## src/rtl/iq_mixer_decim.sv

```systemverilog
// Quadrature mixer with integrate-and-dump decimation: sample x cos / -(sample x sine),
// summed over DECIM valid samples, scaled, saturated and held in a one-entry output register.
module iq_mixer_decim #(
    parameter int WAVE_WIDTH   = 16,
    parameter int SAMPLE_WIDTH = 16,
    parameter int DECIM        = 16,
    parameter int OUT_WIDTH    = 16,
    parameter int ACC_WIDTH    = SAMPLE_WIDTH + WAVE_WIDTH + $clog2(DECIM) + 1
) (
    input  logic                           clk,
    input  logic                           rst_n,
    input  logic signed [SAMPLE_WIDTH-1:0] sample_in,
    input  logic                           sample_valid,
    input  logic signed [WAVE_WIDTH-1:0]   sine_in,
    input  logic signed [WAVE_WIDTH-1:0]   cos_in,
    output logic signed [OUT_WIDTH-1:0]    i_out,
    output logic signed [OUT_WIDTH-1:0]    q_out,
    output logic                           out_valid,
    input  logic                           out_ready,
    output logic                           overrun,
    input  logic                           clear_overrun
);

    localparam int PROD_W = SAMPLE_WIDTH + WAVE_WIDTH + 1;
    localparam int CNT_W  = $clog2(DECIM);
    localparam int SHIFT  = WAVE_WIDTH - 1 + CNT_W;
    localparam logic [CNT_W-1:0] CNT_LAST = CNT_W'(DECIM - 1);
    localparam logic signed [ACC_WIDTH-1:0] SAT_MAX =
        {{(ACC_WIDTH-OUT_WIDTH+1){1'b0}}, {(OUT_WIDTH-1){1'b1}}};
    localparam logic signed [ACC_WIDTH-1:0] SAT_MIN =
        {{(ACC_WIDTH-OUT_WIDTH+1){1'b1}}, {(OUT_WIDTH-1){1'b0}}};

    function automatic logic signed [ACC_WIDTH-1:0] scale(input logic signed [ACC_WIDTH-1:0] sum);
        return sum >>> SHIFT;
    endfunction

    function automatic logic signed [OUT_WIDTH-1:0] sat(input logic signed [ACC_WIDTH-1:0] v);
        if (v > SAT_MAX)
            return SAT_MAX[OUT_WIDTH-1:0];
        else if (v < SAT_MIN)
            return SAT_MIN[OUT_WIDTH-1:0];
        else
            return v[OUT_WIDTH-1:0];
    endfunction

    logic signed [PROD_W-1:0]    i_prod_p1, q_prod_p1;
    logic                        vld_p1;
    logic signed [ACC_WIDTH-1:0] i_acc_p2, q_acc_p2;
    logic [CNT_W-1:0]            count_p2;
    logic signed [ACC_WIDTH-1:0] i_sum, q_sum;
    logic                        dump, drop;

    // Stage 1: product register
    always_ff @(posedge clk or negedge rst_n) begin
        if (!rst_n) begin
            vld_p1    <= 1'b0;
            i_prod_p1 <= '0;
            q_prod_p1 <= '0;
        end else begin
            vld_p1 <= sample_valid;
            if (sample_valid) begin
                i_prod_p1 <= PROD_W'(sample_in) * PROD_W'(cos_in);
                q_prod_p1 <= -(PROD_W'(sample_in) * PROD_W'(sine_in));
            end
        end
    end

    assign i_sum = i_acc_p2 + ACC_WIDTH'(i_prod_p1);
    assign q_sum = q_acc_p2 + ACC_WIDTH'(q_prod_p1);
    assign dump  = vld_p1 && (count_p2 == CNT_LAST);
    // An occupied, unaccepted output register means the fresh result is lost.
    assign drop  = dump && out_valid && !out_ready;

    // Stage 2: integrate and dump
    always_ff @(posedge clk or negedge rst_n) begin
        if (!rst_n) begin
            i_acc_p2 <= '0;
            q_acc_p2 <= '0;
            count_p2 <= '0;
        end else if (vld_p1) begin
            if (dump) begin
                i_acc_p2 <= '0;
                q_acc_p2 <= '0;
                count_p2 <= '0;
            end else begin
                i_acc_p2 <= i_sum;
                q_acc_p2 <= q_sum;
                count_p2 <= count_p2 + CNT_W'(1);
            end
        end
    end

    // Stage 3: output register and overrun flag
    always_ff @(posedge clk or negedge rst_n) begin
        if (!rst_n) begin
            i_out     <= '0;
            q_out     <= '0;
            out_valid <= 1'b0;
            overrun   <= 1'b0;
        end else begin
            if (dump && !drop) begin
                i_out     <= sat(scale(i_sum));
                q_out     <= sat(scale(q_sum));
                out_valid <= 1'b1;
            end else if (out_valid && out_ready) begin
                out_valid <= 1'b0;
            end

            if (drop)
                overrun <= 1'b1;
            else if (clear_overrun)
                overrun <= 1'b0;
        end
    end

endmodule
```

## config.mk

```make
export PLATFORM = sky130hd
export DESIGN_NAME = iq_mixer_decim
export DESIGN_NICKNAME = d
export VERILOG_FILES = /design/src/rtl/iq_mixer_decim.sv
export SDC_FILE = /design/constraint.sdc
export NUM_CORES = 2
export LEC_CHECK = 0
export ABC_AREA = 1
export CAP_MARGIN = 15
export CORE_ASPECT_RATIO = 1.25
export CORE_MARGIN = 5
export CORE_UTILIZATION = 50
export DETAILED_ROUTE_END_ITERATION = 16
export PLACE_DENSITY_LB_ADDON = 0.05
export SLEW_MARGIN = 10
export SYNTH_ARGS = -nofsm -noshare
export SYNTH_HDL_FRONTEND = slang
export SYNTH_SLANG_ARGS = --single-unit
```

## constraint.sdc

```tcl
create_clock -name clk -period 2.9 [get_ports clk]
set_clock_uncertainty 0.1 [all_clocks]
set_input_delay 0.29 -clock clk [delete_from_list [all_inputs] [get_ports clk]]
set_output_delay 0.29 -clock clk [all_outputs]
set_load 0.01 [all_outputs]
```

==> out/metrics.cfg <==
[status]
status = complete, but fails checks
violations = setup timing

[sta]
slew_violations = 0
relSlewSlack = 0.431
timing.fmax_ghz = 0.190
rsz0062_at_grt = yes
hold_viol = 0
worst_pin_slew_ns = 0.853
timing.final.crit_share = 1.82
setup_violations = 56
setup_slack_ns = -2.37
fin_crit_ns = 5.27

[placed_design]
io_buffers = 86
place.gp.congestion = 0.937
hpwl_um = 74600

[floorplan]
row_count = 104
core_um2 = 64500
die_h_um = 295
die_w_um = 238
io_pins = 87
initial_core_util = 0.505
die_area_um2 = 70400

[setup_path]
r2r_start = q_prod_p1[0]
start_kind = input port
crit_type = in -> reg
cp.required_ns = 3.16
critPathLaunch = sample_in[7]
cp-end-kind = flip-flop
arrival_ns = 5.53
cp_max_fo = 4

[global_routing]
grtUsageTotal = 0.280
grt_pass1_vias = 30820
grt_max_degree = 75
grt-ovfl-total = 0
grt_pass1_wl_um = 158000
antenna_found_initial = 0

[logic_synthesis]
synth_top_family_by_area = adder cells
synth_edf_count = 0
ys_seq_area_frac = 0.137
netlist_top_cells_area = fa_1 32%, dfrtp_1 14%, nand2_1 13%
async_flop_share = 1.00
synth_top_flop_cell = dfrtp_1
synth_top_area_cell = fa_1
post_synth_xor_area_fraction = 0.0183
synthesis.area_um2 = 32600
ys_ff_latch = 178
ys_types = 52
synth_fa_ha_area_frac = 0.423
synth_compound_area_frac = 0.0787
synthCells = 4311
netlist.area_leader.share = 0.324
avgSynthCellArea_um2 = 7.56
synth_simple_gate_area_frac = 0.207
syn_nets = 5149
synth-warning-count = 0
synthMuxAreaShare = 0

[clock_tree]
numCtsBuffers = 17
cts_tree = built
insertion_delay_ns = 0.46
cts_buffer_depth = 2
clock_sinks = 178
h-tree-depth = 4
clkTransAtPathRegs_ns = 0.08
cts-root-buf = clkbuf_16

[detailed_routing]
vias = 28771
wl_per_cell_um = 17.1
routed_wl_um = 98000
ant_nets = 0
drtIter0Drc = 1421
vias_per_cell = 5.01
dr.pass1.iters = 5
drc = 0

[job]
maxCapViolations = 0

[finish]
fin_util = 0.677
antenna_cells = 0
syn_to_final_growth_pct = 34.1
drive_above_1_share = 0.273
nets = 5722
final_common_cell = nand2_1
mostFrequentLayoutCells = 1050 x nand2_1, 895 x inv_1, 466 x fa_1

[min_path]
min_path_type = in -> async

==> sequential cells by signal, indices dropped and copies added, names as in the netlist <==
register   cells
vld_p1         1
i_prod_p1     32
out_valid      1
q_out         16
count_p2       4
overrun        1
q_prod_p1     33
i_acc_p2      37
i_out         16
q_acc_p2      37
==> through the flow <==
step	TNS (ns)	instance area (um^2)	setup slack (ns)	instances	hold WS, ns
final	-109.31	43700	-2.37	5745	0.254
after floorplan	-104.05	34400	-2.40	4311	-0.106
after CTS	-107.32	42200	-2.32	5689	0.250
after global placement	-159.84	38900	-3.24	5507	0.189
after detailed placement	-161.82	38900	-3.30	5507	0.191
after global routing	-118.73	43700	-2.59	5745	0.277
==> kinds of logic (layout without fill, tap and decap cells) <==
kind of cell	count (synthesis)	count (layout)
compound gates	443	443
flops	178	178
simple gates	1662	1662
fa+ha+maj	785	785
xor+xnor	68	68
buf+inv	1175	1761
==> layer usage <==
layer  vias up  track usage  part of all wire
met2       612        0.504              0.50
li1      13998            -                 -
met3       202       0.0286             0.039
met5         -            0                 0
met1     13959        0.354              0.41
met4         0       0.0909             0.043
==> timing repair <==
item	in CTS	in global routing
setup endpoints to repair	58	67
gates cloned	16	5
pin swaps	212	292
hold endpoints to repair	53	0
buffers inserted	134	70
hold buffers	1	0
resized for setup	479	358
==> layout make-up <==
cell class,instances,area [um^2]
Fill cell,5440,20800
Sequential cell,178,4450
Clock buffer,17,425
Clock inverter,15,141
Tap cell,848,1060
Multi-Input combinational cell,2958,26600
Inverter,1027,3870
Timing Repair Buffer,702,7190
==> worst max-delay path, stage by stage <==
cell     delay, ns
buf_12        0.10
buf_12        0.12
buf_8         0.12
buf_12        0.12
nand2_4       0.04
inv_2         0.03
fa_1          0.52
inv_2         0.05
fa_1          0.49
fa_1          0.50
inv_1         0.05
fa_1          0.48
fa_1          0.56
inv_2         0.04
fa_1          0.51
inv_2         0.05
ha_4          0.26
buf_6         0.12
nand2_4       0.07
inv_2         0.05
a21oi_2       0.15
nand2_1       0.07
nand2_1       0.08
nand3_2       0.08
a21o_1        0.24
or2_4         0.23
nand3_1       0.06
nand2_1       0.06
==> worst paths after layout <==
kind	slack [ns]	to	cells after the start
max	-2.37	i_prod_p1[27]	28
min	0.25	i_out[0]	2
max reg2reg	0.17	q_out[5]	11
min reg2reg	0.39	q_acc_p2[12]	2
max in group asynchronous	1.70	q_acc_p2[28]	3
min in group clk	0.30	overrun	2
==> synthesized netlist by cell type, types with 30 or more instances <==
master,n
a21oi_1,171
clkbuf_1,137
dfrtp_1,178
fa_1,527
ha_1,258
inv_1,1015
nand2_1,1172
nand3_1,95
nand4_1,30
nor2_1,251
o21ai_0,145
or2_2,32
xnor2_1,31
xor2_1,37
Power is left out: the tool's default activity adds up to more than one toggle a clock period on the data nets, which glitch-free logic cannot reach.
